--- config.mk ---
export PLATFORM = sky130hd
export DESIGN_NAME = vga_rx_decoder_flat
export DESIGN_NICKNAME = d
export VERILOG_FILES = /design/src/rtl/vga_rx_decoder_if.sv /design/src/rtl/vga_rx_decoder.sv /design/src/flat_wrapper.sv
export SDC_FILE = /design/constraint.sdc
export NUM_CORES = 1
export LEC_CHECK = 0
export BUFFER_PORTS_ARGS = -buffer_cell sky130_fd_sc_hd__clkbuf_2
export CAP_MARGIN = 20
export CORE_MARGIN = 2
export CORE_UTILIZATION = 40
export CTS_CLUSTER_DIAMETER = 60
export DETAILED_ROUTE_END_ITERATION = 12
export MAX_ROUTING_LAYER = met4
export PLACE_DENSITY_LB_ADDON = 0.05
export SYNTH_ARGS = -nofsm -noshare
export SYNTH_HDL_FRONTEND = slang
export SYNTH_SLANG_ARGS = --single-unit
--- constraint.sdc ---
create_clock -name clk -period 2.85 [get_ports clk]
set_input_delay 0.285 -clock clk [delete_from_list [all_inputs] [get_ports clk]]
set_output_delay 0.285 -clock clk [all_outputs]
set_load 0.005 [all_outputs]
--- src/rtl/vga_rx_decoder_if.sv ---
// Signal bundle between a VGA timing source and the receive-side decoder.
// The master drives the sampled video; the slave returns the decoded pixel stream.
interface vga_rx_decoder_if;
  logic       pix_en;
  logic       hsync;
  logic       vsync;
  logic       blank_n;
  logic [7:0] red;
  logic [7:0] green;
  logic [7:0] blue;
  logic [9:0] pixel_x;
  logic [9:0] pixel_y;
  logic [7:0] color_out;
  logic       pixel_valid;
  logic       frame_start;
  logic       locked;
  logic       h_err;
  logic       v_err;

  modport master (
    output pix_en, hsync, vsync, blank_n, red, green, blue,
    input  pixel_x, pixel_y, color_out, pixel_valid, frame_start, locked, h_err, v_err
  );

  modport slave (
    input  pix_en, hsync, vsync, blank_n, red, green, blue,
    output pixel_x, pixel_y, color_out, pixel_valid, frame_start, locked, h_err, v_err
  );
endinterface

--- src/rtl/vga_rx_decoder.sv ---
// On-chip VGA frame checker: recovers pixel coordinates and packed colour from
// sync/blank/RGB, checks line and frame timing, and reports lock.
module vga_rx_decoder #(
  parameter int H_TOTAL     = 800,
  parameter int H_SYNC      = 96,
  parameter int V_TOTAL     = 525,
  parameter int V_SYNC      = 2,
  parameter int LOCK_FRAMES = 2
) (
  input logic             clk,
  input logic             rst,
  vga_rx_decoder_if.slave bus
);

  localparam int GW = $clog2(LOCK_FRAMES + 1) + 1;

  typedef enum logic [1:0] {S_SEARCH, S_MEASURE, S_LOCKED} state_t;

  function automatic logic [9:0] sat_inc(input logic [9:0] v);
    return (v == 10'h3FF) ? v : v + 10'd1;
  endfunction

  function automatic logic [7:0] pack_rgb(input logic [7:0] r, input logic [7:0] g,
                                          input logic [7:0] b);
    return {r[7:5], g[7:5], b[7:6]};
  endfunction

  state_t         r_state, w_state_nxt;
  logic [GW-1:0]  r_good, w_good_nxt;
  logic           r_hs_p1, r_vs_p1, r_bl_p1, r_vld_p1;
  logic           r_hs_p2, r_vs_p2, r_vld_p2;
  logic [7:0]     r_col_p1;
  logic [9:0]     r_h_cnt, r_v_cnt, r_vs_w, r_xcnt, r_ycnt;
  logic           r_h_arm, r_hlow_seen, r_h_to, r_vlow_seen, r_ferr, r_line_act;
  logic [9:0]     r_pixel_x;
  logic [7:0]     r_color;
  logic           r_pvld, r_fs, r_herr, r_verr;

  logic           w_edge_ok, w_hfall, w_hrise, w_vfall, w_vrise;
  logic [10:0]    w_h_inc, w_v_tot;
  logic           w_herr, w_verr, w_err;
  logic [9:0]     w_xcol, w_yrow;
  logic           w_unused;

  assign w_unused = ^{bus.red[4:0], bus.green[4:0], bus.blue[5:0]};

  // Stage 1 -> edge detect: stage 1 against its previous value
  assign w_edge_ok = r_vld_p1 & r_vld_p2;
  assign w_hfall   = w_edge_ok &  r_hs_p2 & ~r_hs_p1;
  assign w_hrise   = w_edge_ok & ~r_hs_p2 &  r_hs_p1;
  assign w_vfall   = w_edge_ok &  r_vs_p2 & ~r_vs_p1;
  assign w_vrise   = w_edge_ok & ~r_vs_p2 &  r_vs_p1;

  assign w_h_inc = {1'b0, r_h_cnt} + 11'd1;
  // A coincident hsync fall closes the old frame rather than opening the new one
  assign w_v_tot = {1'b0, r_v_cnt} + {10'd0, w_hfall};

  assign w_herr = (w_hfall & r_h_arm & (w_h_inc != 11'(H_TOTAL)))
                | (w_hrise & r_hlow_seen & (w_h_inc != 11'(H_SYNC)))
                | (~w_hfall & ~r_h_to & (r_h_cnt == 10'h3FF));
  assign w_verr = (w_vfall & (r_state != S_SEARCH) & (w_v_tot != 11'(V_TOTAL)))
                | (w_vrise & r_vlow_seen & (r_vs_w != 10'(V_SYNC)));
  assign w_err  = w_herr | w_verr;

  assign w_xcol = w_hfall ? 10'd0 : r_xcnt;
  assign w_yrow = w_vfall ? 10'd0 :
                  (w_hfall & r_line_act) ? sat_inc(r_ycnt) : r_ycnt;

  always_comb begin
    w_state_nxt = r_state;
    w_good_nxt  = r_good;
    case (r_state)
      S_SEARCH: begin
        if (w_vfall) begin
          w_state_nxt = S_MEASURE;
          w_good_nxt  = '0;
        end
      end
      S_MEASURE: begin
        if (w_err) begin
          w_good_nxt = '0;
        end else if (w_vfall && !r_ferr) begin
          if (r_good + GW'(1) == GW'(LOCK_FRAMES)) begin
            w_state_nxt = S_LOCKED;
            w_good_nxt  = '0;
          end else begin
            w_good_nxt = r_good + GW'(1);
          end
        end
      end
      S_LOCKED: begin
        if (w_err) begin
          w_state_nxt = S_MEASURE;
          w_good_nxt  = '0;
        end
      end
      default: begin
        w_state_nxt = S_SEARCH;
        w_good_nxt  = '0;
      end
    endcase
  end

  always_ff @(posedge clk) begin
    if (bus.pix_en) r_col_p1 <= pack_rgb(bus.red, bus.green, bus.blue);
  end

  always_ff @(posedge clk or posedge rst) begin
    if (rst) begin
      r_state <= S_SEARCH;   r_good <= '0;
      r_hs_p1 <= 1'b0;       r_vs_p1 <= 1'b0;    r_bl_p1 <= 1'b0;    r_vld_p1 <= 1'b0;
      r_hs_p2 <= 1'b0;       r_vs_p2 <= 1'b0;    r_vld_p2 <= 1'b0;
      r_h_cnt <= '0;         r_v_cnt <= '0;      r_vs_w <= '0;
      r_xcnt <= '0;          r_ycnt <= '0;
      r_h_arm <= 1'b0;       r_hlow_seen <= 1'b0; r_h_to <= 1'b0;
      r_vlow_seen <= 1'b0;   r_ferr <= 1'b0;     r_line_act <= 1'b0;
      r_pixel_x <= '0;       r_color <= '0;
      r_pvld <= 1'b0;        r_fs <= 1'b0;       r_herr <= 1'b0;     r_verr <= 1'b0;
    end else if (bus.pix_en) begin
      r_hs_p1  <= bus.hsync;
      r_vs_p1  <= bus.vsync;
      r_bl_p1  <= bus.blank_n;
      r_vld_p1 <= 1'b1;
      // Stage 1 -> stage 2: previous sample, counters and registered outputs
      r_hs_p2  <= r_hs_p1;
      r_vs_p2  <= r_vs_p1;
      r_vld_p2 <= r_vld_p1;
      r_state  <= w_state_nxt;
      r_good   <= w_good_nxt;

      r_h_cnt     <= w_hfall ? 10'd0 : sat_inc(r_h_cnt);
      r_h_arm     <= r_h_arm | w_hfall;
      r_hlow_seen <= w_hfall | (r_hlow_seen & ~w_hrise);
      r_h_to      <= ~w_hfall & (r_h_to | (r_h_cnt == 10'h3FF));

      if (w_vfall)      r_v_cnt <= 10'd0;
      else if (w_hfall) r_v_cnt <= sat_inc(r_v_cnt);
      r_vlow_seen <= w_vfall | (r_vlow_seen & ~w_vrise);
      if (w_vfall)                 r_vs_w <= {9'd0, w_hfall};
      else if (w_hfall & ~r_vs_p1) r_vs_w <= sat_inc(r_vs_w);
      r_ferr <= ~w_vfall & (r_ferr | w_err);

      r_xcnt     <= r_bl_p1 ? sat_inc(w_xcol) : w_xcol;
      r_line_act <= r_bl_p1 | (~w_hfall & r_line_act);
      r_ycnt     <= w_yrow;

      r_pixel_x <= w_xcol;
      r_color   <= r_col_p1;
      r_pvld    <= r_bl_p1 & (w_state_nxt == S_LOCKED);
      r_fs      <= w_vfall;
      r_herr    <= w_herr;
      r_verr    <= w_verr;
    end
  end

  assign bus.pixel_x     = r_pixel_x;
  assign bus.pixel_y     = r_ycnt;
  assign bus.color_out   = r_color;
  assign bus.pixel_valid = r_pvld;
  assign bus.frame_start = r_fs;
  assign bus.locked      = (r_state == S_LOCKED);
  assign bus.h_err       = r_herr;
  assign bus.v_err       = r_verr;

endmodule

--- src/flat_wrapper.sv ---
// flat-port wrapper written by rule: the top's interface ports become plain ports
module vga_rx_decoder_flat 
#(
  parameter int H_TOTAL     = 800,
  parameter int H_SYNC      = 96,
  parameter int V_TOTAL     = 525,
  parameter int V_SYNC      = 2,
  parameter int LOCK_FRAMES = 2
)
  (clk, rst, bus_pix_en, bus_hsync, bus_vsync, bus_blank_n, bus_red, bus_green, bus_blue, bus_pixel_x, bus_pixel_y, bus_color_out, bus_pixel_valid, bus_frame_start, bus_locked, bus_h_err, bus_v_err);
  vga_rx_decoder_if bus_i ();
  input logic clk;
  input logic rst;
  input wire logic [$bits(bus_i.pix_en)-1:0] bus_pix_en;
  input wire logic [$bits(bus_i.hsync)-1:0] bus_hsync;
  input wire logic [$bits(bus_i.vsync)-1:0] bus_vsync;
  input wire logic [$bits(bus_i.blank_n)-1:0] bus_blank_n;
  input wire logic [$bits(bus_i.red)-1:0] bus_red;
  input wire logic [$bits(bus_i.green)-1:0] bus_green;
  input wire logic [$bits(bus_i.blue)-1:0] bus_blue;
  output wire logic [$bits(bus_i.pixel_x)-1:0] bus_pixel_x;
  output wire logic [$bits(bus_i.pixel_y)-1:0] bus_pixel_y;
  output wire logic [$bits(bus_i.color_out)-1:0] bus_color_out;
  output wire logic [$bits(bus_i.pixel_valid)-1:0] bus_pixel_valid;
  output wire logic [$bits(bus_i.frame_start)-1:0] bus_frame_start;
  output wire logic [$bits(bus_i.locked)-1:0] bus_locked;
  output wire logic [$bits(bus_i.h_err)-1:0] bus_h_err;
  output wire logic [$bits(bus_i.v_err)-1:0] bus_v_err;
  assign bus_i.pix_en = bus_pix_en;
  assign bus_i.hsync = bus_hsync;
  assign bus_i.vsync = bus_vsync;
  assign bus_i.blank_n = bus_blank_n;
  assign bus_i.red = bus_red;
  assign bus_i.green = bus_green;
  assign bus_i.blue = bus_blue;
  assign bus_pixel_x = bus_i.pixel_x;
  assign bus_pixel_y = bus_i.pixel_y;
  assign bus_color_out = bus_i.color_out;
  assign bus_pixel_valid = bus_i.pixel_valid;
  assign bus_frame_start = bus_i.frame_start;
  assign bus_locked = bus_i.locked;
  assign bus_h_err = bus_i.h_err;
  assign bus_v_err = bus_i.v_err;
  vga_rx_decoder #(.H_TOTAL(H_TOTAL), .H_SYNC(H_SYNC), .V_TOTAL(V_TOTAL), .V_SYNC(V_SYNC), .LOCK_FRAMES(LOCK_FRAMES)) u_core (.clk(clk), .rst(rst), .bus(bus_i));
endmodule
==> results.md <==
- Layer carrying the most global-route usage: met2
- Starting Density: 41.2%
- Reg-to-reg startpoint: u_core.r_hs_p1$_DFFE_PP0P_
- CTS H-tree depth: 3
- Slowest stage delay, CP: between 400 and 500 ps
- Number of remaining DRC errors: 0
- Fin Clk Skew: between 10 and 15 ps
- Post-DRT Antenna Nets: 0
- Number of flops mapped to enable cells by yosys: 8
- Maximum fanout along the worst path: 7
- CTS tree: built
- Final Hold Fails: 0
- LEAKAGE: approximately 2.4 nW
- Final net count: between 500 and 600
- Syn-to-layout area delta: 14.5%
- Most common cell on crit path: ha_1
- DRT Pass-1 Iters: 4
- Number of global-route vias before repair: around 3700
- CTS Root Cell: clkbuf_16
- Total Power: 0.00357 W
- Clk_lat worst skew: 350 ps
- Setup crit end kind: register
- Primary FF master, synth: dfrtp_1
- TritonCTS Buffers: 9
- Yosys warns: 0
- Pwr per Cell Area: 629 nW/um2
- Yosys cell types: 66
- Finished Cell Area: roughly 5700 um2
- Die X: 115 um
- RSZ-0062 raised after global routing: false
- Deepest clock path buffer count: 2
- Worst path arrival time: ~2800 ps
- Synthesized flop and latch total: between 90 and 100
- Die ar.: between 10000 and 15000 um2
- Met1 Track Usage GR: between 20% and 30%
- Outcome: complete, no violations
- Crit. Startpoint: u_core.r_hs_p1$_DFFE_PP0P_
- Maxcap violations: 0
- Filler cells: between 1000 and 1500
- Slowest CP cell: dfrtp_1
- Final Max Tran Viols: 0
- Cells after DPL: between 600 and 700
- Largest net degree at the start of global routing: 45
- Slew margin rel.: a little under half
- Ys async rst share: approximately 92%
- Via/cell ratio: between 5 and 6
- IO buf count: 46
- Clock-pin slew on the worst setup and hold paths: 70 ps
- Fmax: 0.397 GHz
- Share of cells above drive strength 1: 20.7%
- Met3 Resource Use GR: between 5 and 6%
- Slack of the worst reg-to-reg path: around 330 ps
- Min Clock Period, post-route: between 2000 and 3000 ps
- Startpoint types: register
- Global-route wire length before repair: approximately 19000 um
- Sink Count: 98
- Share of the clock period used by the worst path: just under 90%
- Initial antenna violation count: 0
- CP Cell Sequence: nand4b_4 > inv_2 > ha_1 > ha_1 > nor4b_1 > nand2_1 > nor3_1 > o21ai_2 > nor3_2 > a21oi_2 > mux2i_1
- Max rail drop VDD: roughly 400 uV
- R2r endpoint: u_core.r_good[1]$_DFFE_PP0P_
- Total congestion overflow: 0
- Worst r2r path cells: 11
- Setup violators final: 0
- DP HPWL: 7290 um
- Syn_nets: between 500 and 600
- Met2 usage: 26.0%
- Setup tns final: 0 ps
- Routed WL: around 11000 um
- CP required: 3080 ps
- Initial DRC Count: 237
- Die height: 115 um
- Hold crit path type: in -> async
- Crit path kind: reg -> reg
- Slew at the pin closest to its max-slew limit: roughly 800 ps
- Post-CTS setup buffers: 0
- I/O pin cnt: 63
- Via Count: between 3000 and 4000
- Mapped Area: 4970 um2
- Hold buffer count at CTS: 0
- Tot GR Track Use: between 10% and 20%
- Avg Inst Size Synth: 10.2 um2
- Number of diodes: 0
- Rows: 40
- Sequential element share of the synthesized area: about half
- Routed WL per cell: 15.3 um
- Core area: approximately 12000 um2
- Cell count after synthesis: around 500
- Routability-driven placement congestion ratio: between 0.7 and 0.8
- Final Non-Filler Cells: between 700 and 800
- Setup crit end: u_core.r_good[1]$_DFFE_PP0P_
- Placed inst area: between 5000 and 6000 um2
## cell type report
cell class / count / area [um2] / area share [%]
Clock buffer: 9 / 225 / 3.96
Multi-Input combinational cell: 354 / 2330 / 41.0
Sequential cell: 98 / 2490 / 43.8
Timing Repair Buffer: 57 / 313 / 5.50
Tap cell: 168 / 210 / 3.70
Clock inverter: 7 / 51.3 / 0.902
Inverter: 16 / 61.3 / 1.08
## cells in the final DEF (no fill, tap or decap), drive strengths merged, types with 6 or more instances in the layout
cell / count
a21oi: 23
and3: 6
buf: 11
clkbuf: 55
dfrtp: 90
edfxtp: 8
ha: 10
inv: 18
mux2: 17
nand2: 57
nand2b: 6
nand3: 26
nand4: 13
nor2: 41
nor3: 10
o21ai: 38
o2bb2ai: 8
o31ai: 6
or3: 9
xnor2: 8
xor2: 14
## power by group
group,switching (W),internal (W),total (W)
combinational,0.000356,0.000291,0.000647
sequential,0.000190,0.00157,0.00176
clock,0.000566,0.000599,0.00116
## stage by stage
stage | hold slack [ps] | worst slack, ps | utilization [%]
2_1_floorplan | 384 | 32.4 | -
3_3_place_gp | 437 | 344 | 44.8
3_5_place_dp | 455 | 301 | 44.8
4_1_cts | 69.3 | 265 | 47.1
5_1_grt | 88.5 | 76.1 | 47.1
6_report | 44.7 | 330 | 47.1
## cells by family (layout without fill, tap and decap cells)
| family | after synthesis | in the layout | synth area share, % |
|---|---|---|---|
| buffers and inverters | 37 | 89 | 3.00 |
| xor gates and xnor gates | 22 | 22 | 3.88 |
| muxes | 22 | 22 | 4.86 |
| DFF | 98 | 98 | 50.2 |
| AOI/OAI and AO/OA | 103 | 103 | 14.3 |
| and+or+nand+nor | 197 | 197 | 21.3 |
| adders and majority gates | 10 | 10 | 2.52 |
## worst min path at each step
stage	startpoint	end	slack, ps
after global routing	bus_red[7]	u_core.r_col_p1[7]$_DFFE_PP_	90
after CTS	rst	u_core.bus.pixel_x[8]$_DFFE_PP0P_	70
after floorplan	bus_blue[6]	u_core.r_col_p1[0]$_DFFE_PP_	380
after detailed placement	rst	u_core.bus.v_err$_DFFE_PP0P_	450
final	rst	u_core.r_state[1]$_DFFE_PP0P_	40
after global placement	rst	u_core.bus.v_err$_DFFE_PP0P_	440
## flip-flops by register name, summed over array words and instances (netlist names), 2 cells and up
| register | cells |
|---|---|
| u_core.bus.color_out | 8 |
| u_core.bus.pixel_y | 10 |
| u_core.r_good | 3 |
| u_core.r_h_cnt | 10 |
| u_core.r_v_cnt | 10 |
| u_core.r_xcnt | 10 |
| u_core.bus.pixel_x | 10 |
| u_core.r_col_p1 | 8 |
| u_core.r_state | 2 |
| u_core.r_vs_w | 10 |
## synth_stat cells, types with 6 or more instances
master	count	area, um2
nand3_1	26	130
inv_1	15	56.3
nor3_1	8	40.0
edfxtp_1	8	240
o21ai_0	35	175
nor2_1	39	146
xnor2_1	8	70.1
clkbuf_1	15	56.3
o2bb2ai_1	8	70.1
nand4_1	11	68.8
xor2_1	14	123
nand2_1	55	206
dfrtp_1	90	2250
and3_1	6	37.5
or3_1	9	56.3
ha_1	10	125
nand2b_1	6	37.5
a21oi_1	22	110
o31ai_1	6	45.0
mux2_2	17	191
## routing by layer
layer | share of wire [%] | vias to the layer above
li1 | - | 1866
met1 | 50 | 1817
met2 | 45 | 62
met3 | 4.8 | 4
met4 | 0.83 | 0
met5 | 0 | -
## critical path, delay by kind of cell, from the launching register on
family / cells / cell delay (ps)
and+or+nand+nor: 5 / 1040
adders and majority gates: 2 / 470
DFF: 1 / 430
AOI/OAI and AO/OA: 2 / 290
muxes: 1 / 120
buffers and inverters: 1 / 50
## timing repair
item	CTS	global route
resized for setup	0	2
endpoints found under the hold margin	0	0
setup endpoints to repair	0	1
Power figures use the tool's default switching activity.
